**src/rtl/register_file_read_port.sv**
```systemverilog
// Combinational read mux for the register file; an index beyond the last
// implemented register reads as zero.
module register_file_read_port #(
  parameter int DataWidth  = 8,
  parameter int NumRegs    = 16,
  parameter int IndexWidth = $clog2(NumRegs)
) (
  input  logic [DataWidth-1:0]  regs [NumRegs],
  input  logic [IndexWidth-1:0] readAddr,
  output logic [DataWidth-1:0]  readData
);

  // Compare against every implemented index so unmatched codes fall through to zero.
  always_comb begin
    readData = '0;
    for (int i = 0; i < NumRegs; i++) begin
      if (readAddr == IndexWidth'(i)) readData = regs[i];
    end
  end

endmodule

```
**src/rtl/register_file.sv**
```systemverilog
// cpu16 general-purpose register file: one synchronous write port, two
// combinational read ports, asynchronous active-low clear.
module register_file #(
  parameter int DataWidth  = 8,
  parameter int NumRegs    = 16,
  parameter int IndexWidth = $clog2(NumRegs)
) (
  input  logic                  clk,
  input  logic                  rstN,
  input  logic                  writeEn,
  input  logic [IndexWidth-1:0] writeAddr,
  input  logic [DataWidth-1:0]  writeData,
  input  logic [IndexWidth-1:0] readAddr1,
  input  logic [IndexWidth-1:0] readAddr2,
  output logic [DataWidth-1:0]  readData1,
  output logic [DataWidth-1:0]  readData2
);

  if (NumRegs < 2) begin : g_chk_numregs
    $error("register_file: NumRegs must be >= 2");
  end
  if (IndexWidth < $clog2(NumRegs)) begin : g_chk_idxw
    $error("register_file: IndexWidth too small for NumRegs");
  end
  if (DataWidth < 1) begin : g_chk_dataw
    $error("register_file: DataWidth must be >= 1");
  end

  logic [DataWidth-1:0] regs_q [NumRegs];
  logic [DataWidth-1:0] regs_d [NumRegs];

  // Out-of-range write indices match no register and are dropped.
  always_comb begin
    for (int i = 0; i < NumRegs; i++) begin
      regs_d[i] = regs_q[i];
      if (writeEn && (writeAddr == IndexWidth'(i))) regs_d[i] = writeData;
    end
  end

  always_ff @(posedge clk or negedge rstN) begin
    if (!rstN) begin
      for (int i = 0; i < NumRegs; i++) regs_q[i] <= '0;
    end else begin
      for (int i = 0; i < NumRegs; i++) regs_q[i] <= regs_d[i];
    end
  end

  register_file_read_port #(
    .DataWidth (DataWidth),
    .NumRegs   (NumRegs),
    .IndexWidth(IndexWidth)
  ) u_read_port1 (
    .regs    (regs_q),
    .readAddr(readAddr1),
    .readData(readData1)
  );

  register_file_read_port #(
    .DataWidth (DataWidth),
    .NumRegs   (NumRegs),
    .IndexWidth(IndexWidth)
  ) u_read_port2 (
    .regs    (regs_q),
    .readAddr(readAddr2),
    .readData(readData2)
  );

endmodule

```
**config.mk**
```make
export PLATFORM = sky130hd
export DESIGN_NAME = register_file
export DESIGN_NICKNAME = d
export VERILOG_FILES = /design/src/rtl/register_file_read_port.sv /design/src/rtl/register_file.sv
export SDC_FILE = /design/constraint.sdc
export NUM_CORES = 1
export LEC_CHECK = 0
export ABC_AREA = 1
export CAP_MARGIN = 40
export CELL_PAD_IN_SITES_DETAIL_PLACEMENT = 2
export CELL_PAD_IN_SITES_GLOBAL_PLACEMENT = 2
export CORE_ASPECT_RATIO = 0.9
export CORE_MARGIN = 2
export CORE_UTILIZATION = 35
export DETAILED_ROUTE_END_ITERATION = 6
export PLACE_DENSITY_LB_ADDON = 0.1
export SYNTH_ARGS = -nofsm -noshare
export SYNTH_HDL_FRONTEND = slang
export SYNTH_SLANG_ARGS = --single-unit
```
**constraint.sdc**
```tcl
create_clock -name clk -period 3.5 [get_ports clk]
set_clock_uncertainty 0.05 [all_clocks]
set_input_delay 1.05 -clock clk [delete_from_list [all_inputs] [get_ports clk]]
set_output_delay 1.05 -clock clk [all_outputs]
set_load 0.005 [all_outputs]
```
# Word level (Yosys, flattened, before mapping)
# Cells that the tools add are included.
# totals
ramBits	0
latch_bits	0
out_inout_bits	16
mem_count	0
word_cells	112
in_bits	23
regBits	128
romBits	0
# op_classes
bitwise	0
addsub	0
div_mod_pow	0
n_mul	0
n_eq_ne	45
mux	32
order_cmp	0
n_reduce_logical	19
n_shift	0
# ops
cell	n
$mux W8	32
$eq A4 B4 Y1 const B	24
$eq A4 B3 Y1 const B	12
$eq A4 B2 Y1 const B	6
$logic_and A1 B1 Y1	16
$eq A4 B1 Y1 const B	3
$logic_not A4 Y1	3

# Depth between registers and ports, before layout
# logic_depth
depth_word	17
depth_mapped	12

# Cells and area by module
# Synthesis repeated with hierarchy kept, for this count alone.
# unflattened
hier_cells	1171
hier_area_um2	7649.8
# modules_own_cells
module	area_per_inst_um2	seq_area_each_um2	instances	cells_per_inst
register_file	5332.6	3203.1	1	625
register_file_read_port	1158.6	0.0	2	273

# Least setup slack after synthesis
# Ideal clock, no wire load.
# synth_timing
path_kind	input to output
startpoint	input readAddr1[3]
endpoint	output readData1[2]
t_arrival_ps	2045
stages	12
path_buffers	1
required_time_ps	2400
slack_ps	355
path_cell_list	nor2_2 > buf_2 > nand3_1 > nand3_1 > nor2_1 > nand4_1 > nand2_1 > nand4_1 > nand2_1 > nand3_1 > nand2_1 > nand2_1
# synth_via
elab_chain_len	17
word_cells_on_any_way	32
cone_classes	15 x eq/ne; 16 x mux; 1 x reduce/logical
# synth_lines
item	line	rtl
from (decl)	register_file.sv:13	input logic [IndexWidth-1:0] readAddr1,
$logic_not A4 Y1	register_file_read_port.sv:17	if (readAddr == IndexWidth'(i)) readData = regs[i];
$mux W8 (15 in a row)	register_file_read_port.sv:17	
$mux W8 *	register_file_read_port.sv:17	
to (decl)	register_file.sv:15	output logic [DataWidth-1:0] readData1,
# Every way passes the cells marked *; elsewhere a longest branch is shown, timed or not.

# Worst setup path after layout
# layout_timing
startpoint	input readAddr2[0]
endpoint	output readData2[6]
# layout_via
elab_chain_len	17
word_cells_on_any_way	32
cone_classes	15 x eq/ne; 16 x mux; 1 x reduce/logical
# layout_lines
item	line	rtl
from (decl)	register_file.sv:14	input logic [IndexWidth-1:0] readAddr2,
$logic_not A4 Y1	register_file_read_port.sv:17	
$mux W8 (15 in a row)	register_file_read_port.sv:17	
$mux W8 *	register_file_read_port.sv:17	
to (decl)	register_file.sv:16	output logic [DataWidth-1:0] readData2
# Marked as above.

==> reports/metrics.csv <==
stage,metric,value,unit
sta,RSZ-0062 raised after global routing,true,
routing,number of DRC markers in iteration 0,785,
sta,WHS,0.447,ns
global_routing,first-pass GRT wire length,58.9,mm
power,Pwr Total,5.40,mW
floorplan,site row count,48,
setup_path,worst-path fanout max,6,
synthesis,synthesized flop and latch total,128,
status,status,"finished, violations left",
setup_path,nature of the critical path startpoint,input port,
finish,Antenna diodes,0,
clocking,Skew-Pair Late Insertion Delay,0.44,ns
power,internal power,3.24,mW
setup_path,reg2reg end,regs_q[121],
routing,vias per cell,6.36,
finish,Sequential Area,3200,um^2
clocking,CTS tree,built,
power,combinational power share,0.230,
finish,area of the multi-input gates,3930,um^2
power,sequential power share,0.412,
finish,"most common cell after layout, fill and taps aside",nand2_1,
finish,flip-flop count of the largest register after layout,128,
placement,DP HPWL,22.3,mm
setup_path,worst endpoint required time,2.40,ns
synthesis,sequential fraction of the synthesis area,0.475,
finish,share of cells above drive strength 1,0.307,
placement,RD Place Congestion,0.945,
min_path,Hold Path Cell Cnt,2,
clocking,H-Tree Depth,4,
min_path,min-delay worst type,flop to flop,
power,maximum VDD drop,371,uV
global_routing,vias in the first global route,9146,
global_routing,Overflow after GRT,0,
finish,Top Registers,regs_q: 128 flops,
sta,FMAX,240,MHz
sta,Rel. slew slack,0.395,
clocking,Inserted Clock Buffers,17,
finish,synthesis-to-layout area growth,46.3,%
sta,final hold vios,0,
synthesis,yosys warns,0,
finish,largest reg by FF count,regs_q,
routing,Post-DRT Antenna Nets,0,
setup_path,R2R setup slack,2.45,ns
synthesis,Unique masters post-synth,20,
power,P_leak,4.53,nW
finish,Final nets,1119,
setup_path,kind of critical path,input port to output port,
synthesis,Mapped Cells,944,
routing,vias post-DR,8644,
min_path,Hold EP,regs_q[36],
finish,filler instances,2089,
routing,# DRC,0,
floorplan,chip height,136,um
sta,Slew @ Worst Pin,0.906,ns
synthesis,syn_nets,967,
power,Power per Cell Area,547,nW/um^2
power,switching share of power,0.400,
global_routing,GRT Util Overall,0.401,
routing,DR WL/cell,34.5,um
power,clock share of power,0.358,
placement,Placed Area,8100,um^2
clocking,CTS root buffer,clkbuf_16,
sta,final setup vio count,16,
min_path,Worst Min Path Start,regs_q[36],
run,Max Cap Violations,0,
floorplan,initial core utilization,0.354,
floorplan,io pins,39,
floorplan,core area,19000,um^2
floorplan,die width,150,um
routing,1st-pass router iterations,5,
clocking,Clock Sinks,128,
sta,Period minus WS final,4.17,ns
finish,fin area,9870,um^2
routing,final wirelength,46.9,mm
placement,count of port buffers added during placement,38,
synthesis,Post-Syn Area,6750,um^2
status,failing checks,negative setup slack,
setup_path,Worst EP arrival,3.07,ns
setup_path,CP endpoint kind,output port,
synthesis,mean post-synth cell area,7.15,um^2
setup_path,worst flop-to-flop path startpoint,regs_q[121],
sta,final slew viol count,0,
power,switching power,2.16,mW
setup_path,Worst Reg-to-Reg Cells,2,
finish,most frequent cells in the layout,"nand2_1, dfrtp_1, o21ai_0, buf_4, nor2_1",
global_routing,largest net degree at the start of global routing,53,
sta,Post-Route Setup TNS,-6.75,ns
sta,Final Worst Setup Slack,-0.670,ns
sta,post-route clock period utilization,1.19,
clocking,worst-case clock buffer depth,2,
clocking,Worst-path clk slew,0.07,ns
global_routing,initial antenna violation count,2,
floorplan,DIE AREA,20400,um^2
[Yosys cell counts, drive strengths merged]
cell | count | area share
nand2 | 309 | 0.17
o22ai | 1 | 0.00093
and3 | 1 | 0.00093
nand4 | 42 | 0.039
a21oi | 41 | 0.030
dfrtp | 128 | 0.47
clkbuf | 21 | 0.012
buf | 9 | 0.0070
inv | 74 | 0.041
nor2 | 119 | 0.071
or2 | 3 | 0.0028
nor3 | 17 | 0.016
nand3 | 70 | 0.052
o21ai | 109 | 0.081
[kinds of logic after synthesis]
group                  share of synthesized area
DFF                                        0.475
AOI/OAI and AO/OA                          0.112
buffers and inverters                     0.0599
and+or+nand+nor                            0.353
[worst max path at each step]
stage,from,endpoint,slack (ns),cells after the start
floorplan,readAddr1[3],readData1[2],0.35,12
global placement,readAddr2[2],readData2[7],-1.45,12
detailed placement,readAddr2[0],readData2[0],-1.43,14
CTS,readAddr1[0],readData1[3],-0.31,14
global route,readAddr2[1],readData2[6],-0.69,14
finish,readAddr2[0],readData2[6],-0.67,15
[metal layers]
metal | vias to the layer above | track usage | wire length [um]
li1 | 3393 | - | -
met1 | 4449 | 0.484 | 17600
met2 | 568 | 0.677 | 21800
met3 | 232 | 0.0892 | 4330
met4 | 2 | 0.194 | 3180
met5 | - | 0 | 32
[critical path: stages]
cell     delay (ns)
buf_12         0.11
buf_6          0.11
nor2_4         0.06
buf_4          0.14
nand2_2        0.08
nor2_1         0.06
nor2_1         0.16
nand3_1        0.21
nand2_1        0.15
nand4_1        0.15
nor2_1         0.14
nand4_1        0.17
nand2_1        0.23
nand3_1        0.11
buf_2          0.14
[final cells by class]
cell class,instances,area share
multi-input cells,712,0.398
flip-flops and latches,128,0.324
repair buffers,163,0.157
clock buffers,18,0.0445
well taps,250,0.0317
inverters,74,0.0303
clock inverters,14,0.0146
[repair_timing]
| action | 4_1_cts | 5_1_grt |
|---|---|---|
| endpoints found under the setup margin | 16 | 16 |
| hold buffers | 0 | 0 |
| pin swaps | 93 | 71 |
| gates cloned | 3 | 0 |
| resized for setup | 283 | 81 |
| setup buffers | 20 | 15 |
[stage by stage]
stage                     utilization  cells  setup slack, ns
after floorplan                     -    944            0.355
after global placement          0.425   1294            -1.45
after detailed placement        0.425   1295            -1.43
after CTS                       0.494   1345           -0.309
after global routing            0.519   1359           -0.687
final                           0.519   1359           -0.670
[power groups by stage]
stage | Sequential (mW) | Combinational (mW) | Clock (mW)
final | 2.22 | 1.24 | 1.93
after global routing | 2.23 | 1.31 | 1.97
after CTS | 2.11 | 1.02 | 1.85
after detailed placement | 2.10 | 0.926 | 0
after global placement | 2.08 | 0.856 | 0
after floorplan | 1.99 | 0.466 | 0
Power figures use the tool's default switching activity.
